[src/rtl/uart_receive.sv]
// ============================================================================
// uart_receive
// ----------------------------------------------------------------------------
// 8N1 UART receiver, LSB first, fixed baud set by CLKS_PER_BIT. Runs in the
// CPU clock domain: RxD is brought in through a two-flop synchronizer, the
// start bit is re-checked at mid-bit, every data bit and the stop bit are
// sampled at mid-bit, and the received byte is handed to the consumer through
// a dataValid / readAck handshake.
//
// Parameters
//   CLKS_PER_BIT  clock cycles per bit period (must be >= 4)
//   HALF_BIT      cycles from start-edge detection to the start-bit check
//
// Ports
//   clk           CPU clock, rising edge
//   reset         asynchronous, active-high reset
//   rxd           UART RxD pin (asynchronous, idles high)
//   readAck       one-cycle pulse: clears dataValid, framingError, overrun
//   dataOutput    last received byte
//   dataValid     high while an unconsumed byte is held
//   framingError  sticky: a stop bit was sampled low
//   overrun       sticky: a byte arrived while the previous one was unread
//   busy          high in any state other than IDLE
// ============================================================================
module uart_receive #(
    parameter int unsigned CLKS_PER_BIT = 435,
    parameter int unsigned HALF_BIT     = CLKS_PER_BIT / 2
) (
    input  logic       clk,
    input  logic       reset,
    input  logic       rxd,
    input  logic       readAck,
    output logic [7:0] dataOutput,
    output logic       dataValid,
    output logic       framingError,
    output logic       overrun,
    output logic       busy
);

    localparam logic [15:0] HALF_LAST = 16'(HALF_BIT - 1);
    localparam logic [15:0] BIT_LAST  = 16'(CLKS_PER_BIT - 1);

    typedef enum logic [2:0] {
        IDLE,
        START,
        DATA,
        STOP,
        WAIT_IDLE
    } state_t;

    state_t      state;
    logic        sync1;
    logic        rxd_s;
    logic [15:0] counter;
    logic [2:0]  bit_index;
    logic [7:0]  shift;

    // Two-flop synchronizer; resets to the idle (high) line level so a reset
    // never looks like a start edge.
    always_ff @(posedge clk or posedge reset) begin
        if (reset) begin
            sync1 <= 1'b1;
            rxd_s <= 1'b1;
        end else begin
            sync1 <= rxd;
            rxd_s <= sync1;
        end
    end

    always_ff @(posedge clk or posedge reset) begin
        if (reset) begin
            state        <= IDLE;
            busy         <= 1'b0;
            counter      <= '0;
            bit_index    <= '0;
            shift        <= '0;
            dataOutput   <= '0;
            dataValid    <= 1'b0;
            framingError <= 1'b0;
            overrun      <= 1'b0;
        end else begin
            // The ack clear is written first so that any flag set later in the
            // same cycle (new byte, framing error, overrun) takes priority.
            if (readAck) begin
                dataValid    <= 1'b0;
                framingError <= 1'b0;
                overrun      <= 1'b0;
            end

            case (state)
                IDLE: begin
                    if (!rxd_s) begin
                        state   <= START;
                        busy    <= 1'b1;
                        counter <= '0;
                    end
                end

                START: begin
                    if (counter == HALF_LAST) begin
                        counter <= '0;
                        if (!rxd_s) begin
                            state     <= DATA;
                            bit_index <= '0;
                        end else begin
                            // Line went back high before mid start bit: glitch.
                            state <= IDLE;
                            busy  <= 1'b0;
                        end
                    end else begin
                        counter <= counter + 16'd1;
                    end
                end

                DATA: begin
                    if (counter == BIT_LAST) begin
                        counter           <= '0;
                        shift[bit_index]  <= rxd_s;
                        if (bit_index == 3'd7) begin
                            state <= STOP;
                        end else begin
                            bit_index <= bit_index + 3'd1;
                        end
                    end else begin
                        counter <= counter + 16'd1;
                    end
                end

                STOP: begin
                    if (counter == BIT_LAST) begin
                        counter <= '0;
                        if (rxd_s) begin
                            dataOutput <= shift;
                            dataValid  <= 1'b1;
                            if (dataValid && !readAck) begin
                                overrun <= 1'b1;
                            end
                            // Back to IDLE at mid stop bit so a following
                            // start edge needs no gap.
                            state <= IDLE;
                            busy  <= 1'b0;
                        end else begin
                            framingError <= 1'b1;
                            state        <= WAIT_IDLE;
                        end
                    end else begin
                        counter <= counter + 16'd1;
                    end
                end

                WAIT_IDLE: begin
                    // Hold off until the line returns high so a break is not
                    // decoded as a stream of start bits.
                    if (rxd_s) begin
                        state <= IDLE;
                        busy  <= 1'b0;
                    end
                end

                default: begin
                    state <= IDLE;
                    busy  <= 1'b0;
                end
            endcase
        end
    end

endmodule

[config.mk]
export PLATFORM = sky130hd
export DESIGN_NAME = uart_receive
export DESIGN_NICKNAME = d
export VERILOG_FILES = /design/src/rtl/uart_receive.sv
export SDC_FILE = /design/constraint.sdc
export NUM_CORES = 1
export LEC_CHECK = 0
export BUFFER_PORTS_ARGS = -buffer_cell sky130_fd_sc_hd__buf_2
export CAP_MARGIN = 20
export CORE_ASPECT_RATIO = 1.4
export CORE_UTILIZATION = 41
export CTS_CLUSTER_DIAMETER = 150
export DETAILED_ROUTE_END_ITERATION = 16
export GPL_TIMING_DRIVEN = 0
export PLACE_DENSITY = 0.6
export SETUP_SLACK_MARGIN = 0.15
export SYNTH_ARGS = -nofsm -noshare
export SYNTH_HDL_FRONTEND = slang
export SYNTH_SLANG_ARGS = --single-unit
[constraint.sdc]
create_clock -name clk -period 4.09 [get_ports clk]
set_input_delay 0.818 -clock clk [delete_from_list [all_inputs] [get_ports clk]]
set_output_delay 0.818 -clock clk [all_outputs]
set_load 0.03 [all_outputs]
==> results.md <==
* Layout cells sized above 1 at between 20% and 30%
* Most common cell in the netlist: dfrtp_1
* Vias per inst at 5.43
* Post-cts sizing count at 0
* Crit path DAT at 2340 ps
* GRT overflow at 0
* Fillers at approximately 530
* Worst setup path class: flip-flop to flip-flop
* Final min period at around 2100 ps
* Commonest cells post-synth: 42 x dfrtp_1, 22 x nand2_1, 14 x nor2_1
* Syn_area_per_cell at 10.8 sq um
* H-Tree Depth at 2
* Port Buffers at 15
* Worst R2R Path Depth at 8
* DR iter-0 viols at 70
* Unrepaired setup endpoints after global routing: no
* Multi-input gate area at between 0.001 and 0.0015 sq mm
* Yosys top cell area share at 44.8%
* Num ports at 16
* FFs w/ async S/R, synth at 100%
* Setup tns final at 0 ps
* Pin count of the biggest net entering global routing at 38
* FP Rows at 32
* Drt pass-1 iters at 4
* Clk root buf: clkbuf_8
* Maximum VDD drop at between 0.15 and 0.2 mV
* Post-Syn Nets at roughly 230
* Crit-path cells: inv_1 -> ha_1 -> and4_1 -> and4_2 -> o22ai_2 -> buf_2 -> nand2_1 -> a31oi_1
* Yosys cell types at 48
* Ys flop type: dfrtp_1
* Final Hold Vio Count at 0
* Total of max-cap violations at 0
* Final setup fails at 0
* Wire per inst at 14.5 um
* Critical path depth at 8
* Buffers & Inverters on Critical Path at 2
* FF+latch count, synth at 44
* Hold Path Depth at 0
* Max_slew headroom at 54.4%
* Syn. warnings at 0
* Detailed-route wire length at 4440 um
* Static leakage at 1.23 nW
* DRC Markers at 0
* Crit share post-route at 51.8%
* Final hold slack at 358 ps
* TritonCTS clock tree: built
* Simple logic cell fraction of the synthesized area at 23.9%
* Outcome: finished, final reports clean
* Hold buffers post-CTS at 0
* CP max-delay cell: dfrtp_1
* Mapped cell area at 0.00234 sq mm
* TritonCTS buffer count at 5
* Clock-pin slew on the worst setup and hold paths at 80 ps
* Post-synth top area cell: dfrtp_1
* Mux cell area share after synthesis at roughly 9.6%
* Die H at 91.5 um
* Synth area leaders: dfrtp_1 45%, mux2_4 5.8%, mux2_2 3.8%
* Clock skew at 7.51 ps
* Bufs on Longest Clock Path at 2
* Post-DRT Antenna Nets at 0
* Seq/Total Area, Yosys at 47.1%
* WP data required at around 4300 ps
* Mapped Cells at approximately 220
* FMAX at 0.472 GHz
* Post-layout util at a little under half
* Clock sink count at 44
* Startpoint types: flip-flop
* Post-synthesis compound-gate area fraction at 10.0%
* Total global routing track utilization at 16.7%
* Top delay family on crit path: compound AO/OA/AOI/OAI gates
* Adder-cell area share of the yosys netlist at 2.67%
* First-pass GRT wire length at 7730 um
* P&R area growth vs syn at 11.8%
* Core area at 0.00553 sq mm
* Layout net count at 248
* Setup bufs post-CTS at 0
* Initial antenna violation count at 0
* Slew Viols, Final at 0
* Die Wd at 65.9 um
* Worst-Skew Late Latency at 290 ps
* Pwr/cell area at approximately 290 mW/mm^2
* Die area at 0.00603 sq mm
* Worst Path Max Fanout at 10
* Starting Density at between 40 and 50%
* Vias in the first global route at 1677
* Register area at 0.00110 sq mm
* EDFF count, synth at 0
* Largest family of logic cells by synthesized area: simple AND/OR/NAND/NOR gates
* Worst slew pin tran at around 680 ps
* ANT cells at 0
* Crit. End Element: flip-flop
* GPL Wtd Cong at 0.790
* Vias after detailed routing at 1668
* DP Wirelength at about 3200 um
* Hold Path Class: flip-flop to flip-flop
* Crit path largest cell delay at 430 ps
* XOR/XNOR Fraction of Synth Area at 1.49%
## routing by layer
layer,global-route usage [%],vias up,wire (um)
li1,-,825,-
met1,18.9,821,1940
met2,29.5,15,2320
met3,3.14,7,76
met4,7.43,0,99
met5,0,-,0
## area by class of cell
type / count / area share (%)
plain buffers: 10 / 3.25
flip-flops and latches: 44 / 42.1
repair buffers: 16 / 3.63
multi-input cells: 152 / 42.6
well taps: 68 / 3.25
clock buffers: 7 / 3.68
inverters: 10 / 1.43
## placed cells by master, fill, tap and decap left out, types with 3 or more instances in the layout
cell / count
nor2_1: 14
o21ai_0: 9
clkbuf_8: 9
nand3_1: 8
ha_1: 5
nor3b_1: 4
and4_1: 3
clkbuf_1: 4
nand4b_1: 4
nand2_1: 22
buf_2: 16
nor2b_1: 4
a21oi_1: 12
nor3_1: 5
inv_1: 9
mux2_4: 9
nand3b_1: 4
xor2_1: 3
nand4_1: 4
mux2_2: 8
and4_2: 3
dfrtp_1: 42
a31oi_1: 3
## power by group
group	total (mW)	internal, mW	switching (mW)
clock	0.292	0.151	0.142
sequential	0.437	0.436	0.000338
combinational	0.0183	0.00537	0.0129
total	0.747	0.592	0.155
## kinds of logic (layout without fill, tap and decap cells)
logic type	count (synthesis)	count (layout)
mux	17	17
flops	44	44
buf+inv	20	43
compound gates	37	37
simple gates	89	89
fa+ha+maj	5	5
xor+xnor	4	4
## path summary, 6_finish.rpt
| kind | start | to | slack (ps) |
|---|---|---|---|
| min reg2reg | sync1 | rxd_s | 360 |
| max reg2reg | counter[0] | counter[14] | 1970 |
| min in group asynchronous | reset | counter[11] | 410 |
| min | sync1 | rxd_s | 360 |
| max in group asynchronous | reset | rxd_s | 3170 |
| max | counter[0] | counter[14] | 1970 |
## state kept, by name, summed over array words and instances, names as in the netlist, 3 cells and up
name,count
shift,8
bit_index,3
dataOutput,8
counter,16
state,3
## stage by stage
stage / std cells / area (sq um) / setup slack, ps / total power [mW]
2_1_floorplan: 216 / 2340 / 2180 / 0.456
3_3_place_gp: 299 / 2500 / 1590 / 0.462
3_5_place_dp: 300 / 2520 / 1980 / 0.465
4_1_cts: 307 / 2620 / 1950 / 0.760
5_1_grt: 307 / 2620 / 1750 / 0.779
6_report: 307 / 2620 / 1970 / 0.747
Note: power is estimated with default switching activity, not from simulation.
